<file path="src/rtl/run_pkg.sv">
// Shared types and constants for the run_monitor block: FSM state encoding and PC width.
package run_pkg;

    localparam int PC_W = 16;

    typedef enum logic [2:0] {
        IDLE,
        RESET,
        RUN,
        DRAIN,
        DONE
    } run_state_t;

endpackage

</file>
<file path="src/rtl/run_monitor_if.sv">
// Harness-facing bundle of the run monitor: run control, per-core halt inputs and run status.
interface run_monitor_if import run_pkg::*; #(
    parameter int NUM_CORES = 1,
    parameter int CNT_W     = 32
);

    logic                      start;
    logic [NUM_CORES-1:0]      hlt;
    logic [PC_W*NUM_CORES-1:0] pc;

    logic                      cpu_rst_n;
    logic                      running;
    logic                      done;
    logic                      timeout;
    logic [CNT_W-1:0]          cycle_cnt;
    logic [NUM_CORES-1:0]      halted;
    logic [PC_W*NUM_CORES-1:0] halt_pc;

    // Harness side: drives run control and core halt/PC, observes status.
    modport master (
        output start, hlt, pc,
        input  cpu_rst_n, running, done, timeout, cycle_cnt, halted, halt_pc
    );

    // Monitor side.
    modport slave (
        input  start, hlt, pc,
        output cpu_rst_n, running, done, timeout, cycle_cnt, halted, halt_pc
    );

endinterface

</file>
<file path="src/rtl/halt_tracker.sv">
// Per-core sticky halt flag with the PC captured on the first halt seen while enabled.
module halt_tracker import run_pkg::*; (
    input  logic            clk,
    input  logic            rst_n,
    input  logic            clear,
    input  logic            enable,
    input  logic            hlt,
    input  logic [PC_W-1:0] pc,
    output logic            halted,
    output logic            halted_next,
    output logic [PC_W-1:0] halt_pc
);

    logic capture;

    assign capture     = enable && hlt && !halted;
    assign halted_next = halted || capture;

    // NOTE: sequential state uses non-blocking assignments so every register samples pre-edge values.
    always_ff @(posedge clk or negedge rst_n) begin
        if (!rst_n) begin
            halted  <= 1'b0;
            halt_pc <= '0;
        end else if (clear) begin
            halted  <= 1'b0;
            halt_pc <= '0;
        end else if (capture) begin
            halted  <= 1'b1;
            halt_pc <= pc;
        end
    end

endmodule

</file>
<file path="src/rtl/run_monitor.sv">
// Run controller: sequences core reset, counts RUN cycles, tracks per-core halts and an optional watchdog.
module run_monitor import run_pkg::*; #(
    parameter int NUM_CORES    = 1,
    parameter int RST_CYCLES   = 1,
    parameter int DRAIN_CYCLES = 1,
    parameter int TIMEOUT      = 0,
    parameter int CNT_W        = 32
) (
    input logic          clk,
    input logic          rst_n,
    run_monitor_if.slave bus
);

    localparam int SEQ_MAX = (RST_CYCLES > DRAIN_CYCLES) ? RST_CYCLES : DRAIN_CYCLES;
    localparam int SEQ_W   = (SEQ_MAX > 1) ? $clog2(SEQ_MAX) : 1;

    localparam logic [SEQ_W-1:0] RST_LOAD   = SEQ_W'(RST_CYCLES - 1);
    localparam logic [SEQ_W-1:0] DRAIN_LOAD = SEQ_W'((DRAIN_CYCLES > 0) ? DRAIN_CYCLES - 1 : 0);
    localparam logic [CNT_W:0]   TIMEOUT_V  = (CNT_W + 1)'(TIMEOUT);

    run_state_t           state;
    run_state_t           state_next;
    logic [SEQ_W-1:0]     seq_cnt;
    logic                 seq_load;
    logic [SEQ_W-1:0]     seq_load_val;
    logic                 seq_dec;
    logic                 clear_run;
    logic                 cyc_inc;
    logic                 set_timeout;
    logic                 run_en;
    logic                 all_halted;
    logic                 wd_hit;
    logic [CNT_W:0]       cnt_plus1;
    logic [NUM_CORES-1:0] halted_next;

    assign run_en     = (state == RUN);
    assign all_halted = &halted_next;
    assign cnt_plus1  = {1'b0, bus.cycle_cnt} + {{CNT_W{1'b0}}, 1'b1};
    assign wd_hit     = (TIMEOUT != 0) && (cnt_plus1 == TIMEOUT_V);

    for (genvar i = 0; i < NUM_CORES; i++) begin : g_core
        halt_tracker u_trk (
            .clk         (clk),
            .rst_n       (rst_n),
            .clear       (clear_run),
            .enable      (run_en),
            .hlt         (bus.hlt[i]),
            .pc          (bus.pc[i*PC_W +: PC_W]),
            .halted      (bus.halted[i]),
            .halted_next (halted_next[i]),
            .halt_pc     (bus.halt_pc[i*PC_W +: PC_W])
        );
    end

    always_ff @(posedge clk or negedge rst_n) begin
        if (!rst_n) begin
            state <= IDLE;
        end else begin
            state <= state_next;
        end
    end

    // NOTE: every always_comb output gets a default first, so no path can infer a latch.
    always_comb begin
        state_next   = state;
        seq_load     = 1'b0;
        seq_load_val = '0;
        seq_dec      = 1'b0;
        clear_run    = 1'b0;
        cyc_inc      = 1'b0;
        set_timeout  = 1'b0;

        case (state)
            IDLE, DONE: begin
                if (bus.start) begin
                    state_next   = RESET;
                    clear_run    = 1'b1;
                    seq_load     = 1'b1;
                    seq_load_val = RST_LOAD;
                end
            end
            RESET: begin
                if (seq_cnt == '0) begin
                    state_next = RUN;
                end else begin
                    seq_dec = 1'b1;
                end
            end
            RUN: begin
                cyc_inc = 1'b1;
                // A final halt on the watchdog edge takes priority over the timeout.
                if (all_halted) begin
                    if (DRAIN_CYCLES == 0) begin
                        state_next = DONE;
                    end else begin
                        state_next   = DRAIN;
                        seq_load     = 1'b1;
                        seq_load_val = DRAIN_LOAD;
                    end
                end else if (wd_hit) begin
                    state_next  = DONE;
                    set_timeout = 1'b1;
                end
            end
            DRAIN: begin
                if (seq_cnt == '0) begin
                    state_next = DONE;
                end else begin
                    seq_dec = 1'b1;
                end
            end
            default: state_next = IDLE;
        endcase
    end

    // Status outputs are decoded from the next state so they change on the same edge as the FSM.
    always_ff @(posedge clk or negedge rst_n) begin
        if (!rst_n) begin
            seq_cnt       <= '0;
            bus.cycle_cnt <= '0;
            bus.timeout   <= 1'b0;
            bus.cpu_rst_n <= 1'b0;
            bus.running   <= 1'b0;
            bus.done      <= 1'b0;
        end else begin
            bus.cpu_rst_n <= (state_next == RUN) || (state_next == DRAIN) || (state_next == DONE);
            bus.running   <= (state_next == RUN) || (state_next == DRAIN);
            bus.done      <= (state_next == DONE);

            if (seq_load) begin
                seq_cnt <= seq_load_val;
            end else if (seq_dec) begin
                seq_cnt <= seq_cnt - 1'b1;
            end

            if (clear_run) begin
                bus.cycle_cnt <= '0;
            end else if (cyc_inc && (bus.cycle_cnt != '1)) begin
                bus.cycle_cnt <= bus.cycle_cnt + 1'b1;
            end

            if (clear_run) begin
                bus.timeout <= 1'b0;
            end else if (set_timeout) begin
                bus.timeout <= 1'b1;
            end
        end
    end

endmodule

</file>
<file path="src/flat_wrapper.sv">
// flat-port wrapper written by rule: the top's interface ports become plain ports
module run_monitor_flat import run_pkg::*;
#(
    parameter int NUM_CORES    = 1,
    parameter int RST_CYCLES   = 1,
    parameter int DRAIN_CYCLES = 1,
    parameter int TIMEOUT      = 0,
    parameter int CNT_W        = 32
)
  (clk, rst_n, bus_start, bus_hlt, bus_pc, bus_cpu_rst_n, bus_running, bus_done, bus_timeout, bus_cycle_cnt, bus_halted, bus_halt_pc);
  run_monitor_if #(.NUM_CORES(NUM_CORES), .CNT_W(CNT_W)) bus_i ();
  input logic clk;
  input logic rst_n;
  input wire logic [$bits(bus_i.start)-1:0] bus_start;
  input wire logic [$bits(bus_i.hlt)-1:0] bus_hlt;
  input wire logic [$bits(bus_i.pc)-1:0] bus_pc;
  output wire logic [$bits(bus_i.cpu_rst_n)-1:0] bus_cpu_rst_n;
  output wire logic [$bits(bus_i.running)-1:0] bus_running;
  output wire logic [$bits(bus_i.done)-1:0] bus_done;
  output wire logic [$bits(bus_i.timeout)-1:0] bus_timeout;
  output wire logic [$bits(bus_i.cycle_cnt)-1:0] bus_cycle_cnt;
  output wire logic [$bits(bus_i.halted)-1:0] bus_halted;
  output wire logic [$bits(bus_i.halt_pc)-1:0] bus_halt_pc;
  assign bus_i.start = bus_start;
  assign bus_i.hlt = bus_hlt;
  assign bus_i.pc = bus_pc;
  assign bus_cpu_rst_n = bus_i.cpu_rst_n;
  assign bus_running = bus_i.running;
  assign bus_done = bus_i.done;
  assign bus_timeout = bus_i.timeout;
  assign bus_cycle_cnt = bus_i.cycle_cnt;
  assign bus_halted = bus_i.halted;
  assign bus_halt_pc = bus_i.halt_pc;
  run_monitor #(.NUM_CORES(NUM_CORES), .RST_CYCLES(RST_CYCLES), .DRAIN_CYCLES(DRAIN_CYCLES), .TIMEOUT(TIMEOUT), .CNT_W(CNT_W)) u_core (.clk(clk), .rst_n(rst_n), .bus(bus_i));
endmodule
</file>
<file path="config.mk">
export PLATFORM = sky130hd
export DESIGN_NAME = run_monitor_flat
export DESIGN_NICKNAME = d
export VERILOG_FILES = /design/src/rtl/run_pkg.sv /design/src/rtl/run_monitor_if.sv /design/src/rtl/halt_tracker.sv /design/src/rtl/run_monitor.sv /design/src/flat_wrapper.sv
export SDC_FILE = /design/constraint.sdc
export NUM_CORES = 1
export LEC_CHECK = 0
export BUFFER_PORTS_ARGS = -buffer_cell sky130_fd_sc_hd__buf_2
export CORE_UTILIZATION = 52
export CTS_BUF_LIST = sky130_fd_sc_hd__clkbuf_4 sky130_fd_sc_hd__clkbuf_8 sky130_fd_sc_hd__clkbuf_16
export DETAILED_ROUTE_END_ITERATION = 8
export GPL_TIMING_DRIVEN = 0
export PLACE_DENSITY = 0.79
export REMOVE_ABC_BUFFERS = 1
export SYNTH_ARGS = -nofsm -noshare
export SYNTH_HDL_FRONTEND = slang
export SYNTH_SLANG_ARGS = --single-unit
</file>
<file path="constraint.sdc">
create_clock -name clk -period 2.7 [get_ports clk]
set_input_delay 0.135 -clock clk [delete_from_list [all_inputs] [get_ports clk]]
set_output_delay 0.135 -clock clk [all_outputs]
set_load 0.005 [all_outputs]
</file>
==> reports/metrics.cfg <==
[status]
status = completed

[yosys]
synthMuxAreaShare_pct = 1.457
ys_types = 47
yosysWarnings = 0
synth-seq-cells = 56
synthXorXnorAreaFrac_pct = 1.913
syn_inst = 284
seq_area_frac_synth_pct = 51.00
synth_compound_area_share_pct = 15.89
synth_area_per_cell_um2 = 9.675
synth_simple_gate_area_share_pct = 26.82
synth_top_family_by_area = simple AND/OR/NAND/NOR gates
netlist_area_mm2 = 0.002748
synth_flop_cell = dfrtp_1
synth_edf_count = 0
async_flop_share_pct = 100.0
synth_fa_ha_area_share_pct = 0.4554

[drt]
wl_per_cell_um = 13.48
dr.pass1.iters = 6
wirelength_um = 5744
drtAntennaViolNets = 0
routed_via_density = 5.596
drc = 0
routed-via-count = 2384
drt_iter0_markers = 162

[clock_network]
cts_tree = done
cts-root-buf = clkbuf_8
clk_pin_slew_ns = 0.11
clkLatencyLatePin_ns = 0.32
numCtsBuffers = 5
clock_sinks = 56
clock_path_buffers = 2
htree_levels = 2

[sta]
tightestPinTransition_ns = 0.9475
setup-tns-final_ns = 0
rsz0062_at_grt = no
period_share_pct = 88.62
finalCriticalPeriod_ns = 2.393
slew_violations = 0
fmax_ghz = 0.4179
fin_skew_ns = 0.01242
timing.final.hold_violations = 0
setup_viol = 0
max-slew-margin-rel_pct = 36.77

[critical_path]
worstPathMaxFanout = 13
crit_end = u_core.bus.cycle_cnt[13]
worstPathCellList = ha_1 -> nand4_1 -> or3_4 -> o31ai_4 -> o21ai_0 -> a21oi_1
critPathArrivalTime_ns = 2.64
cp_num_buf_inv = 0
r2r-end = u_core.bus.cycle_cnt[13]
crit_type = reg -> reg
crit_family = compound AO/OA/AOI/OAI gates
r2r_slack_ns = 0.31
cp-end-kind = flip-flop
cp.depth = 6
critPathMaxStageDelay_ns = 0.53
cp-start-kind = flip-flop
r2r_cells = 6
r2r_start = u_core.bus.cycle_cnt[0]
crit_start = u_core.bus.cycle_cnt[0]
required_ns = 2.95
cpMaxStageDelayCell = or3_4

[power]
powerDensity_mw_per_mm2 = 720.9
ir_drop_mv = 0.5116
total_power_uw = 2365
p_leak_uw = 0.001559

[worst_hold_path]
holdCritPathClass = in -> reg

[die]
io_pins = 73
die_w_um = 74.69
core_area_mm2 = 0.005107
dieArea_mm2 = 0.005579
initial_core_util_pct = 53.80
die_h_um = 74.69
rows = 26

[grt]
grt_max_degree = 57
antenna_found_initial = 0
grt_pass1_wl_um = 9232
track_usage_pct = 21.83
grt-ovfl-total = 0
grt_pass1_vias = 2065

[final_layout]
finalNetCount = 376
area_growth_pct = 19.40
layout-drive-gt1-share_pct = 26.97
final_common_cell = buf_2
layout_common_cells = buf_2, dfrtp_1, nand2_1
diodes = 0

[placement]
hpwl_um = 3921
place.port_buffers = 71
gp_routability_congestion = 0.7739

[run]
maxCapViolations = 0

synth_stat cells (all sizes together) (4+ instances only):
library cell	number	area share, %
or3	15	3.8
clkbuf	7	0.96
dfrtp	56	51
nand2	54	7.4
nor2	15	2.0
nand3	9	1.6
a21oi	18	3.3
o31ai	5	1.9
nor3	4	0.73
nor4	4	2.6
o211ai	4	1.1
xor2	5	1.6
o21ai	32	6.0
mux2i	4	1.5
nand4	14	3.7
area by class of cell:
type                       count  area, um^2
multi-input combinational    217        1311
fill                         441        1827
inverter                       2       7.507
sequential                    56        1401
tap                           70       87.58
timing repair buffer          73       379.1
clock buffer                   5       68.82
clock inverter                 3       25.02
worst reg2reg max path, stage by stage, from the launching register on:
cell and delay (ns):
dfrtp_1 0.45, ha_1 0.21, nand4_1 0.25, or3_4 0.53
o31ai_4 0.53, o21ai_0 0.20, a21oi_1 0.16
routing by layer:
layer	vias to the layer above	track usage [%]	part of all wire (%)
met3	8	5.087	4.6
met2	61	35.74	48
met5	-	0	0
met4	0	7.966	1.3
li1	1179	-	-
met1	1136	28.53	46
kinds of logic after synthesis:
family	Yosys count
and+or+nand+nor	133
xor gates and xnor gates	6
muxes	4
other	1
AOI/OAI and AO/OA	71
DFF	56
buffers and inverters	12
adders and majority gates	1
through the flow:
stage | worst slack (ns) | std cells | hold WS (ns) | util [%] | instance area [um^2]
after CTS | 0.09550 | 424 | 0.0003084 | 63.57 | 3247
final | 0.3073 | 426 | 0.006550 | 64.23 | 3281
after floorplan | 0.4229 | 274 | -0.1606 | - | 2691
after global routing | 0.1294 | 426 | 0.006126 | 64.23 | 3281
after detailed placement | 0.1090 | 416 | 0.3438 | 61.73 | 3153
after global placement | -0.3512 | 415 | 0.3356 | 61.37 | 3134
power breakdown:
group / leakage (uW) / internal (uW) / switching (uW) / total (uW)
registers: 0.000761 / 1020 / 134 / 1150
clock network: 0.0000452 / 190 / 286 / 476
logic: 0.000753 / 297 / 440 / 737
state kept, by name, indices dropped and copies added, names as in the netlist:
register and flops:
u_core.bus.running 1, u_core.bus.cpu_rst_n 1, u_core.g_core.u_trk.halt_pc 16, u_core.bus.cycle_cnt 32, u_core.seq_cnt 1, u_core.g_core.u_trk.halted 1
u_core.state 3, u_core.bus.done 1
worst min-delay path by stage:
stage	start	end	slack (ns)	cells past startpoint
2_1_floorplan	rst_n	u_core.bus.cpu_rst_n	-0.16	0
3_3_place_gp	bus_pc[9]	u_core.g_core[0].u_trk.halt_pc[9]	0.34	3
6_report	bus_pc[12]	u_core.g_core[0].u_trk.halt_pc[12]	0.007	3
3_5_place_dp	bus_pc[2]	u_core.g_core[0].u_trk.halt_pc[2]	0.34	3
4_1_cts	bus_pc[12]	u_core.g_core[0].u_trk.halt_pc[12]	0.0003	3
5_1_grt	bus_pc[9]	u_core.g_core[0].u_trk.halt_pc[9]	0.006	3
what timing repair did:
| action | CTS | global route |
|---|---|---|
| hold buffers | 0 | 1 |
| hold endpoints to repair | 0 | 56 |
| setup buffers | 0 | 0 |
| resized for setup | 0 | 1 |
| endpoints found under the setup margin | 0 | 13 |
(Power assumes the default switching activity.)
